File: src/rtl/display_pkg.sv
// Shared constants and helpers for the multiplexed 7-segment display scanner.
package display_pkg;

  typedef enum logic {
    PAGE_AB = 1'b0,
    PAGE_C  = 1'b1
  } page_e;

  localparam logic [6:0] SEG_BLANK = 7'h7F;
  localparam logic [7:0] AN_OFF    = 8'hFF;

  // Active-low gfedcba codes for 0-9; the unused codes 10-15 decode to blank.
  localparam logic [6:0] SEG_TABLE [16] = '{
    7'h40, 7'h79, 7'h24, 7'h30, 7'h19, 7'h12, 7'h02, 7'h78,
    7'h00, 7'h10, SEG_BLANK, SEG_BLANK, SEG_BLANK, SEG_BLANK, SEG_BLANK, SEG_BLANK
  };

  // Blank test for one digit of a 4-nibble group, including leading-zero suppression.
  function automatic logic digit_blank(input logic [15:0] grp, input logic [1:0] pos);
    logic       lead;
    logic [3:0] nib;
    lead        = 1'b1;
    digit_blank = 1'b0;
    for (int i = 3; i >= 0; i--) begin
      nib = grp[4*i +: 4];
      if (i == int'(pos)) begin
        digit_blank = (nib > 4'd9) || ((nib == 4'd0) && (i != 0) && lead);
      end else if ((i > int'(pos)) && (nib != 4'd0) && (nib <= 4'd9)) begin
        lead = 1'b0;
      end
    end
  endfunction

endpackage

File: src/rtl/display_scan_scheduler_seg7_decoder.sv
// Combinational nibble to active-low 7-segment decoder with a blank override.
module seg7_decoder
  import display_pkg::*;
(
  input  logic [3:0] nibble_i,
  input  logic       blank_i,
  output logic [6:0] seg_o
);

  always_comb begin
    seg_o = SEG_BLANK;
    if (!blank_i) begin
      seg_o = SEG_TABLE[nibble_i];
    end
  end

endmodule

File: src/rtl/display_scan_scheduler.sv
// Time-multiplexed 8-digit scanner with per-slot blanking, leading-zero
// suppression and manual or auto-rotating page selection.
module display_scan_scheduler
  import display_pkg::*;
#(
  parameter int SCAN_DIV     = 100000,
  parameter int BLANK_CYC    = 1000,
  parameter int DWELL_FRAMES = 1600
) (
  input  logic        clk,
  input  logic        rst,
  input  logic        sw_mode,
  input  logic        auto_en,
  input  logic [15:0] digits_A,
  input  logic [15:0] digits_B,
  input  logic [15:0] digits_C,
  output logic [6:0]  segments,
  output logic [7:0]  anodes,
  output logic        page,
  output logic [2:0]  digit_idx
);

  localparam int SLOT_W = $clog2(SCAN_DIV);
  localparam int DWELL_W = (DWELL_FRAMES > 1) ? $clog2(DWELL_FRAMES) : 1;

  localparam logic [SLOT_W-1:0]  SLOT_LAST  = SLOT_W'(SCAN_DIV - 1);
  localparam logic [SLOT_W-1:0]  BLANK_LIM  = SLOT_W'(BLANK_CYC);
  localparam logic [DWELL_W-1:0] DWELL_LAST = DWELL_W'(DWELL_FRAMES - 1);

  logic [SLOT_W-1:0]  slot_q, slot_d;
  logic [2:0]         idx_q, idx_d;
  logic [DWELL_W-1:0] dwell_q, dwell_d;
  page_e              page_q, page_d;
  logic               sw_meta_q, sw_sync_q;
  logic [3:0]         nib_q, nib_d;
  logic               blank_q, blank_d;
  logic [6:0]         seg_q, seg_d;
  logic [7:0]         an_q, an_d;

  logic        slot_wrap;
  logic        frame_end;
  logic [15:0] grp_sel;
  logic [3:0]  live_nib;
  logic        live_blank;
  logic [3:0]  cur_nib;
  logic        cur_blank;
  logic [6:0]  dec_seg;

  assign slot_wrap = (slot_q == SLOT_LAST);
  assign frame_end = slot_wrap && (idx_q == 3'd7);

  always_comb begin
    slot_d = slot_wrap ? '0 : slot_q + 1'b1;
    idx_d  = slot_wrap ? idx_q + 3'd1 : idx_q;
  end

  // Digit source for the current slot.
  always_comb begin
    grp_sel = digits_A;
    if (page_q == PAGE_C) begin
      grp_sel = digits_C;
    end else if (idx_q[2]) begin
      grp_sel = digits_B;
    end
    case (idx_q[1:0])
      2'd0:    live_nib = grp_sel[3:0];
      2'd1:    live_nib = grp_sel[7:4];
      2'd2:    live_nib = grp_sel[11:8];
      default: live_nib = grp_sel[15:12];
    endcase
    live_blank = ((page_q == PAGE_C) && idx_q[2]) || digit_blank(grp_sel, idx_q[1:0]);
  end

  // Slot 0 uses the live selection so the latched copy and the first
  // registered output of the slot agree even when BLANK_CYC is 0.
  always_comb begin
    nib_d     = nib_q;
    blank_d   = blank_q;
    cur_nib   = nib_q;
    cur_blank = blank_q;
    if (slot_q == '0) begin
      nib_d     = live_nib;
      blank_d   = live_blank;
      cur_nib   = live_nib;
      cur_blank = live_blank;
    end
  end

  seg7_decoder u_seg7_decoder (
    .nibble_i (cur_nib),
    .blank_i  (cur_blank),
    .seg_o    (dec_seg)
  );

  always_comb begin
    seg_d = dec_seg;
    an_d  = AN_OFF;
    if ((slot_q >= BLANK_LIM) && !cur_blank) begin
      an_d = ~(8'h01 << idx_q);
    end
  end

  // Page only moves on frame end; auto_en overrides the switch.
  always_comb begin
    page_d  = page_q;
    dwell_d = dwell_q;
    if (!auto_en) begin
      dwell_d = '0;
      if (frame_end) begin
        page_d = page_e'(sw_sync_q);
      end
    end else if (frame_end) begin
      if (dwell_q == DWELL_LAST) begin
        page_d  = (page_q == PAGE_AB) ? PAGE_C : PAGE_AB;
        dwell_d = '0;
      end else begin
        dwell_d = dwell_q + 1'b1;
      end
    end
  end

  always_ff @(posedge clk) begin
    if (rst) begin
      slot_q    <= '0;
      idx_q     <= '0;
      dwell_q   <= '0;
      page_q    <= PAGE_AB;
      sw_meta_q <= 1'b0;
      sw_sync_q <= 1'b0;
      nib_q     <= '0;
      blank_q   <= 1'b1;
      seg_q     <= SEG_BLANK;
      an_q      <= AN_OFF;
    end else begin
      slot_q    <= slot_d;
      idx_q     <= idx_d;
      dwell_q   <= dwell_d;
      page_q    <= page_d;
      sw_meta_q <= sw_mode;
      sw_sync_q <= sw_meta_q;
      nib_q     <= nib_d;
      blank_q   <= blank_d;
      seg_q     <= seg_d;
      an_q      <= an_d;
    end
  end

  assign segments  = seg_q;
  assign anodes    = an_q;
  assign page      = page_q;
  assign digit_idx = idx_q;

endmodule
File: config.mk
export PLATFORM = sky130hd
export DESIGN_NAME = display_scan_scheduler
export DESIGN_NICKNAME = d
export VERILOG_FILES = /design/src/rtl/display_pkg.sv /design/src/rtl/display_scan_scheduler_seg7_decoder.sv /design/src/rtl/display_scan_scheduler.sv
export SDC_FILE = /design/constraint.sdc
export NUM_CORES = 1
export LEC_CHECK = 0
export BUFFER_PORTS_ARGS = -buffer_cell sky130_fd_sc_hd__clkbuf_2
export CORE_MARGIN = 10
export CORE_UTILIZATION = 60
export CTS_BUF_LIST = sky130_fd_sc_hd__clkbuf_8
export DETAILED_ROUTE_END_ITERATION = 6
export MAX_ROUTING_LAYER = met4
export PLACE_DENSITY = 0.88
export SYNTH_ARGS = -nofsm -noshare
export SYNTH_HDL_FRONTEND = slang
export SYNTH_SLANG_ARGS = --single-unit
File: constraint.sdc
create_clock -name clk -period 6.4 [get_ports clk]
set_input_delay 1.28 -clock clk [delete_from_list [all_inputs] [get_ports clk]]
set_output_delay 1.28 -clock clk [all_outputs]
set_load 0.01 [all_outputs]
==> run metrics, run 1 <==
placed cells 476; Period Utilization, post-route 0.547; post_cts resized 0; total of max-cap violations 0; Slowest-stage cell, CP dfxtp_1; clock sink total 54; largest net degree at the start of global routing 30; layout cell share with drive strength beyond 1 0.247; worst min path class flip-flop to flip-flop; Die Y roughly 91 microns; Root Driver clkbuf_8; DRT iter0 DRCs 110; global-route wire length before repair ~12,000 microns; PwrDens roughly 190 nW/um^2; core area approximately 4800 sq um; Final nets 482; area post-placement 3420 sq um; area leader, netlist dfxtp_1; synth warn 0; Hold Buf Count CTS 0; non-filler cells, final 484; most common cell in the synthesized netlist dfxtp_1; Starting Density 0.632; Post-synth ARST share 0; area fraction of the dominant cell type after synthesis 0.355; CP arrival 3.67 ns; Longest Clk Path Bufs 2; Startpoint Class flip-flop; io pins 71; Num CTS Buffers 5; antenna violations before repair 0; reg-to-reg slack, setup 2.90 ns; Crit Reg-Reg Startpoint digit_idx[2]; Worst-Margin Slew 1.04 ns; Top FF cell, synth dfxtp_1; # DRC 0; post-route clock skew 0.00924 ns; Placement Setup Slack 2.73 ns; number of global-route vias before repair 2,688; Final Setup Violations 0; critical path type flip-flop to flip-flop; Critical Path RT 6.57 ns; Worst Hold Path Cells 1; Die W between 90 and 100 microns; Critical Path, Cell by Cell mux2_2 -> o211ai_1 -> nand4_1 -> a31oi_1 -> inv_1 -> ha_1 -> mux2_1 -> o21ai_1 -> nand2_1; Util after Layout 0.730; Clock Latency Late Sink 0.32 ns; Hold Startpoint sw_meta_q; RSZ-0062 raised after global routing false; total inserted antenna cells 0; total die area between 8000 and 9000 sq um; unique cell type count in the Yosys netlist 50; via count 2,705; Syn Std Cell Area roughly 3000 sq um; clock slew at reported path FFs 0.10 ns; Worst R2R End segments[3]; Buffers on Ports 70; Final TNS setup 0 ns; Post-synth EDFFs 0; fmax ~0.29 GHz; CP top delay family flip-flops; fin. max-slew vios 0; syn_area_per_cell 8.64 sq um; fin area ~3500 sq um; synthesized net count 418; worst path bufs/invs 1; Final min period 3.50 ns; GP Congestion 0.938; critical path's largest stage delay 0.99 ns; HPWL Detailed 5600 microns; synthesis-to-layout area growth 15.6%; total track usage 0.179; Final Routed Wirelength 7230 microns; row cnt 25; critical path capture point type flip-flop; total grt overflow 0; WHS 0.450 ns; Antenna Nets Post-Route 0; total power between 600 and 700 uW; status completed; routed length per instance 14.9 microns; Peak VDD IR 0.237 mV; final hold viol count 0; Pre-antenna DRT Iters 4; Syn Inst Count 352; Static Leakage 1.45 nW; Vias/cell approximately 5.6; crit path max fanout 27; Synth top cells by count dfxtp_1 (54), nor2_1 (48), nand2_1 (23); Hold Path End sw_sync_q; R2R depth 9; Slew headroom 0.307; CTS tree yes; Yosys reg bits 54; Post-CTS Setup Inserts 0; PnR worst setup slack 2.90 ns; sequential area share after synthesis 0.355; ranking of synthesized cells by area dfxtp_1 (36%), nor2_1 (5.9%), ha_1 (5.8%); H-tree Lvls 2
==> worst register-to-register path: stages, from the launching register on <==
cell and delay (ns):
dfxtp_1 0.99, mux2_2 0.43, o211ai_1 0.17, nand4_1 0.19, a31oi_1 0.61, inv_1 0.18
ha_1 0.33, mux2_1 0.28, o21ai_1 0.12, nand2_1 0.06
==> state kept, by name, indices dropped and copies added, names as in the netlist <==
register   cells
nib_q          4
sw_meta_q      1
blank_q        1
segments       7
slot_q        17
anodes         8
sw_sync_q      1
page           1
digit_idx      3
dwell_q       11
==> where the power goes <==
group | internal [mW] | switching, mW | leakage (nW)
logic | 0.0450 | 0.0547 | 0.957
clock network | 0.0819 | 0.119 | 0.0506
registers | 0.347 | 0.00414 | 0.438
==> layout make-up <==
cell class,instances,area [sq um]
inverter,18,67.6
tap,67,83.8
clock inverter,3,28.8
fill,397,1300
clock buffer,5,68.8
sequential,54,1080
timing repair buffer,71,358
multi-input combinational,266,1830
==> cells by family (layout without fill, tap and decap cells) <==
group / after synthesis / after routing / share of synthesized area
buffers and inverters: 32 / 97 / 0.0436
xor gates and xnor gates: 25 / 25 / 0.0720
DFF: 54 / 54 / 0.355
AOI/OAI and AO/OA: 52 / 52 / 0.120
adders and majority gates: 14 / 14 / 0.0576
and+or+nand+nor: 147 / 147 / 0.253
muxes: 28 / 28 / 0.0991
==> how the worst max path moves through the flow <==
stage            startpoint     endpoint  cells past startpoint
2_1_floorplan   digits_B[1]  segments[3]                      9
3_3_place_gp    digits_B[1]  segments[3]                     10
3_5_place_dp    digits_B[1]  segments[3]                     10
4_1_cts        digit_idx[2]  segments[3]                      9
5_1_grt        digit_idx[2]  segments[3]                      9
6_report       digit_idx[2]  segments[3]                      9
==> per-layer routing <==
layer	track usage	vias to the layer above	wire, microns	share of wire
met2	0.309	73	3680	0.51
met1	0.200	1247	3030	0.42
met5	-	-	0	0
met3	0.0444	10	455	0.063
met4	0.0483	0	72	0.010
li1	-	1375	-	-
==> cells in the final DEF (no fill, tap or decap), types with 6 or more instances in the layout <==
cell type	n
clkbuf_2	70
dfxtp_1	54
nor2_1	48
nand2_1	23
nand3_1	19
inv_1	16
mux2_2	15
xor2_1	15
ha_1	14
mux2i_1	11
nand4_1	11
xnor2_1	10
o211ai_1	9
nand2b_1	8
o21ai_0	8
and3_1	6
No activity file was read; power rests on OpenSTA's default activity.
==> run 2: changes to the inputs <==
- CORE_UTILIZATION: 60 -> 56
- PLACE_DENSITY: 0.88 -> 0.83
- clock period: 6.4 -> 3.6 ns (I/O delays scaled with it)
==> run 2 against run 1 <==
Effect of this change:
- register-to-register slack got worse by 2.3 ns
- die area rose by 5.6%
- worst hold slack improved by 0.0041 ns
- combinational power rose by 83%
- sequential share of layout area fell by 0.43 points
- routed wire length rose by 0.30%
- setup slack got worse by 2.3 ns
- non-clock buffer count rose by 4
- maximum frequency rose by 15%
- clock skew fell by 0.0013 ns
- total power rose by 86%
- flip-flop and latch count did not move
==> run metrics, run 2 (synthesis results as in run 1) <==
Most flops, register slot_q; io pins 71 (unchanged); critical path type flip-flop to flip-flop; post_cts resized 0 (unchanged); Starting Density 0.588 (-0.0434); via count 2,805 (+3.7%); total track usage 0.169 (-0.00918); GP Congestion 0.950 (+1.3%); clock slew at reported path FFs 0.10 ns (about the same); status completed; HPWL Detailed 5710 microns (+2.0%); R2R depth 11 (+2); Die Y 93.7 microns (+2.7%); largest net degree at the start of global routing 18 (-40%); Vias/cell 5.71 (+2.2%); global-route wire length before repair 11,900 microns (-4.4%); Hold Path End sw_sync_q; total die area 8780 sq um (+5.6%); routed length per instance 14.8 microns (-1.1%); Hold Buf Count CTS 0 (unchanged); total grt overflow 0 (unchanged); Slew headroom 0.282 (-0.0253); Root Driver clkbuf_8; Worst Hold Path Cells 1 (unchanged); Startpoint Class flip-flop; Buffers on Ports 70 (unchanged); CTS tree yes; Critical Path RT 3.77 ns (-2.80 ns); Final min period 3.03 ns (-0.469 ns); Antenna Nets Post-Route 0 (unchanged); total inserted antenna cells 0 (unchanged); number of global-route vias before repair 2,596 (-3.4%); WHS 0.454 ns (+0.00409 ns); critical path capture point type flip-flop; Final nets 486 (+0.83%); reg-to-reg slack, setup 0.57 ns (-2.33 ns); Num CTS Buffers 5 (unchanged); # DRC 0 (unchanged); Final Routed Wirelength 7260 microns (+0.30%); core area 5170 sq um (+7.4%); Hold Startpoint sw_meta_q; most common cell after layout, fill and taps aside clkbuf_2; Static Leakage 1.47 nW (+1.4%); PwrDens 340 nW/um^2 (+84%); CP arrival 3.20 ns (-0.47 ns); final hold viol count 0 (unchanged); synthesis-to-layout area growth 17.2%; Die W 93.7 microns (+2.7%); total of max-cap violations 0 (unchanged); row cnt 26 (+4.0%); RSZ-0062 raised after global routing false; Pre-antenna DRT Iters 5 (+1); Clock Latency Late Sink 0.31 ns (about the same); layout cell share with drive strength beyond 1 0.254 (+0.00715); most frequent cells in the layout clkbuf_2 (70), dfxtp_1 (54), nor2_1 (48); Crit Reg-Reg Startpoint digit_idx[2]; DRT iter0 DRCs 188 (+71%); crit path max fanout 15 (-44%); Worst R2R End segments[3]; Period Utilization, post-route 0.842 (+0.295); fmax 0.330 GHz (+15%); Final TNS setup 0 ns (unchanged); antenna violations before repair 0 (unchanged); worst min path class flip-flop to flip-flop; fill count 409 (+3.0%); Longest Clk Path Bufs 2 (unchanged); Peak VDD IR 0.270 mV (+14%); Final Setup Violations 0 (unchanged); max reg flops 17 (unchanged); post-route clock skew 0.00797 ns (-0.00127 ns); Post-CTS Setup Inserts 0 (unchanged); clock sink total 54 (unchanged); Worst-Margin Slew 1.07 ns (+0.0288 ns); H-tree Lvls 2 (unchanged); fin. max-slew vios 0 (unchanged)
## run 2: changes by cell type in the layout (fill, tap and decap cells not counted)
cell	previous run	this run
bufinv_16	0	1
inv_8	1	0
clkinv_4	1	0
buf_4	1	5
inv_6	1	0
clkinvlp_4	0	2
## run 2: area by class of cell
class / instances / area, sq um / share of cell area
multi-input cells: 266 / 1830 / 0.513
flip-flops and latches: 54 / 1080 / 0.303
inverters: 18 / 67.6 / 0.0189
clock buffers: 5 / 68.8 / 0.0193
well taps: 70 / 87.6 / 0.0246
repair buffers: 75 / 388 / 0.109
clock inverters: 3 / 45.0 / 0.0126
## run 2: how the worst max path moves through the flow
stage | start | slack (ns) | to | cells past startpoint
5_1_grt | digit_idx[2] | 0.27 | segments[2] | 8
3_5_place_dp | digit_idx[2] | 0.60 | segments[3] | 11
2_1_floorplan | digit_idx[2] | 0.62 | segments[3] | 12
6_report | digit_idx[2] | 0.57 | segments[3] | 11
3_3_place_gp | digit_idx[2] | 0.73 | segments[3] | 11
4_1_cts | digit_idx[2] | 0.57 | segments[3] | 11
## run 2: report_power, final
group | switching (mW) | internal (mW)
clock | 0.202 | 0.207
sequential | 0.00693 | 0.616
combinational | 0.0986 | 0.0835
## run 2: per-stage QoR
step	cell area, sq um	cells	power (mW)	utilization	setup slack [ns]
after floorplan	3040	352	0.749	-	0.621
after global placement	3450	483	0.812	0.668	0.734
after detailed placement	3450	483	0.818	0.668	0.597
after CTS	3570	491	1.22	0.690	0.569
after global routing	3570	491	1.27	0.690	0.266
final	3570	491	1.21	0.690	0.569
## run 2: per-layer routing
metal | global-route usage | vias to the layer above | share of wire
met4 | 0.0468 | 0 | 0.019
met3 | 0.0568 | 21 | 0.084
met1 | 0.184 | 1294 | 0.41
li1 | - | 1380 | -
met2 | 0.288 | 110 | 0.49
met5 | - | - | 0
## run 2: critical path: stages, from the launching register on
cell	delay, ns
dfxtp_1	0.71
buf_4	0.30
mux2_2	0.35
o211ai_1	0.18
nand4_1	0.13
a31oi_1	0.19
buf_4	0.18
inv_1	0.07
ha_1	0.29
mux2_1	0.29
o21ai_1	0.12
nand2_1	0.06
==> run 3: changes to the inputs <==
- ABC_AREA: not set -> 1
- CORE_UTILIZATION: 56 -> 57
- clock period: 3.6 -> 3.1 ns (I/O delays scaled with it)
==> run 3 against run 2 <==
Effect of this change:
- cell area grew 5.4%
- non-clock buffer count shrank 1
- global-route usage grew 1.5 points
- die area grew 4.9%
- routed wire length grew 15%
- final cell count grew 27%
- critical endpoint is now segments[0]
==> run metrics, run 3 <==
most frequent cells in the layout nand2_1 (103), clkbuf_2 (70), nor2_1 (58); clock slew at reported path FFs 0.11 ns (about the same); fmax 0.392 GHz (+19%); Die Y 96.0 microns (+2.4%); total inserted antenna cells 0 (unchanged); Antenna Nets Post-Route 0 (unchanged); Period Utilization, post-route 0.823 (-0.0194); synth warn 0 (unchanged); CP startpoint digit_idx[2]; critical path's largest stage delay 0.66 ns (-0.05 ns); Yosys reg bits 54 (unchanged); critical path type flip-flop to flip-flop; core area 5540 sq um (+7.1%); Post-synth ARST share 0 (unchanged); area post-placement 3660 sq um (+6.1%); Critical Path, Cell by Cell buf_4 -> nand2_1 -> nand3_1 -> nand2_2 -> o22ai_1 -> nor2_1 -> nand2_1 -> nand2_1 -> nand2_2 -> inv_1 -> ha_1 -> nand3b_1 -> nand2_1 -> nor2_1 -> nor2_1 -> nand3_1; Startpoint Class flip-flop; Critical Path RT 3.31 ns (-0.46 ns); fin. max-slew vios 0 (unchanged); Most flops, register slot_q; Worst Hold Path Cells 2 (+1); placed cells 615 (+27%); Hold Startpoint sw_meta_q; global-route wire length before repair 13,700 microns (+15%); total power 1.39 mW (+15%); status completed; via count 3,328 (+19%); max reg flops 17 (unchanged); Starting Density 0.594 (+0.00588); Static Leakage 1.79 nW (+22%); synthesized net count 546 (+31%); Num CTS Buffers 5 (unchanged); most common cell in the synthesized netlist nand2_1; total grt overflow 0 (unchanged); total of max-cap violations 0 (unchanged); most common cell after layout, fill and taps aside nand2_1; CTS tree yes; Root Driver clkbuf_8; routed length per instance 13.3 microns (-9.7%); ranking of synthesized cells by area dfxtp_1 (33%), nand2_1 (12%), nor2_1 (6.6%); Final nets 616 (+27%); R2R depth 16 (+5); CP dominant cell by count nand2_1; Worst-Margin Slew 0.519 ns (-0.548 ns); Synth top cells by count nand2_1 (103), nor2_1 (58), inv_1 (56); total die area 9220 sq um (+4.9%); syn_area_per_cell 6.86 sq um (-21%); post_cts resized 0 (unchanged); Final TNS setup 0 ns (unchanged); critical path capture point type flip-flop; RSZ-0062 raised after global routing false; Clock Latency Late Sink 0.31 ns (about the same); Final min period 2.55 ns (-0.481 ns); # DRC 0 (unchanged); number of global-route vias before repair 3,136 (+21%); final hold viol count 0 (unchanged); Buffers on Ports 70 (unchanged); Die W 96.0 microns (+2.4%); antenna violations before repair 0 (unchanged); Post-synth EDFFs 0 (unchanged); total track usage 0.184 (+0.0150); crit path max fanout 15 (unchanged); Syn Std Cell Area 3290 sq um (+8.2%); sequential area share after synthesis 0.328 (-0.0269); Syn Inst Count 480 (+36%); PwrDens 370 nW/um^2 (+8.7%); GP Congestion 0.930 (-2.1%); Peak VDD IR 0.244 mV (-9.5%); worst min path class flip-flop to flip-flop; Longest Clk Path Bufs 2 (unchanged); Vias/cell 5.34 (-6.5%); Top FF cell, synth dfxtp_1; synthesis-to-layout area growth 14.2%; Final Routed Wirelength 8310 microns (+15%); H-tree Lvls 2 (unchanged); layout cell share with drive strength beyond 1 0.207 (-0.0473); Slew headroom 0.653 (+0.371); area leader, netlist dfxtp_1; PnR worst setup slack 0.550 ns (-0.0190 ns); io pins 71 (unchanged); CP arrival 2.76 ns (-0.44 ns); fin area 3760 sq um (+5.4%); Final Setup Violations 0 (unchanged); Pre-antenna DRT Iters 5 (unchanged); largest net degree at the start of global routing 34 (+16); Post-CTS Setup Inserts 0 (unchanged); post-route clock skew 0.00898 ns (+0.00101 ns); row cnt 27 (+3.8%); area fraction of the dominant cell type after synthesis 0.328 (-0.0269); Placement Setup Slack 0.625 ns (+0.0281 ns); unique cell type count in the Yosys netlist 46 (-8.0%); clock sink total 54 (unchanged); DRT iter0 DRCs 142 (-24%); non-filler cells, final 623 (+27%); HPWL Detailed 6480 microns (+14%); Crit Reg-Reg Startpoint digit_idx[2]; Hold Buf Count CTS 0 (unchanged); Slowest-stage cell, CP dfxtp_1; fill count 498 (+22%)
run 3: changes by cell type in the layout (fill, tap and decap cells not counted), sizes merged, moves of 10 or more:
cell / before / now
nor3: 5 / 15
nand3: 19 / 39
mux2i: 11 / 0
inv: 18 / 65
nor2: 48 / 60
mux2: 17 / 0
a21oi: 5 / 24
xor2: 15 / 1
xnor2: 10 / 0
o21ai: 13 / 26
nand2: 23 / 110
nand4: 12 / 25
or2: 0 / 11
run 3: power breakdown:
| group | internal (mW) | switching (mW) | total [mW] |
|---|---|---|---|
| registers | 0.719 | 0.00814 | 0.727 |
| clock network | 0.168 | 0.250 | 0.418 |
| logic | 0.0972 | 0.149 | 0.246 |
run 3: cell type report:
| cell class | count | area, sq um | area share |
|---|---|---|---|
| Timing Repair Buffer | 74 | 380 | 0.101 |
| Inverter | 66 | 253 | 0.0672 |
| Clock inverter | 3 | 28.8 | 0.00765 |
| Multi-Input combinational cell | 349 | 1860 | 0.494 |
| Clock buffer | 5 | 68.8 | 0.0183 |
| Tap cell | 72 | 90.1 | 0.0240 |
| Sequential cell | 54 | 1080 | 0.288 |
run 3: through the flow:
| step | hold slack [ns] | utilization |
|---|---|---|
| 3_5_place_dp | 0.400 | 0.661 |
| 6_report | 0.400 | 0.679 |
| 2_1_floorplan | 0.388 | - |
| 4_1_cts | 0.412 | 0.679 |
| 3_3_place_gp | 0.392 | 0.661 |
| 5_1_grt | 0.447 | 0.679 |
run 3: cells by family after synthesis:
family	synth area share
XOR/XNOR	0.00266
adder cells (fa/ha/maj)	0.0532
AND/OR/NAND/NOR	0.395
flip-flops	0.328
buffers and inverters	0.107
AO/OA/AOI/OAI	0.114
run 3: final timing paths:
path                                     to  slack [ns]
worst max-delay path            segments[0]        0.55
worst min-delay path              sw_sync_q        0.40
worst max register to register  segments[0]        0.55
worst min register to register    sw_sync_q        0.40
run 3: critical path: cells and delay by family, from the launching register on:
| kind | cells | cell delay [ns] |
|---|---|---|
| buf+inv | 2 | 0.42 |
| simple gates | 12 | 1.02 |
| flops | 1 | 0.66 |
| fa+ha+maj | 1 | 0.20 |
| compound gates | 1 | 0.15 |
run 3: routing by layer:
metal / GRT usage / wire length [microns] / part of all wire
met1: 0.205 / 3440 / 0.41
met2: 0.320 / 4090 / 0.49
met3: 0.0397 / 647 / 0.078
met4: 0.0602 / 142 / 0.017
met5: - / 0 / 0
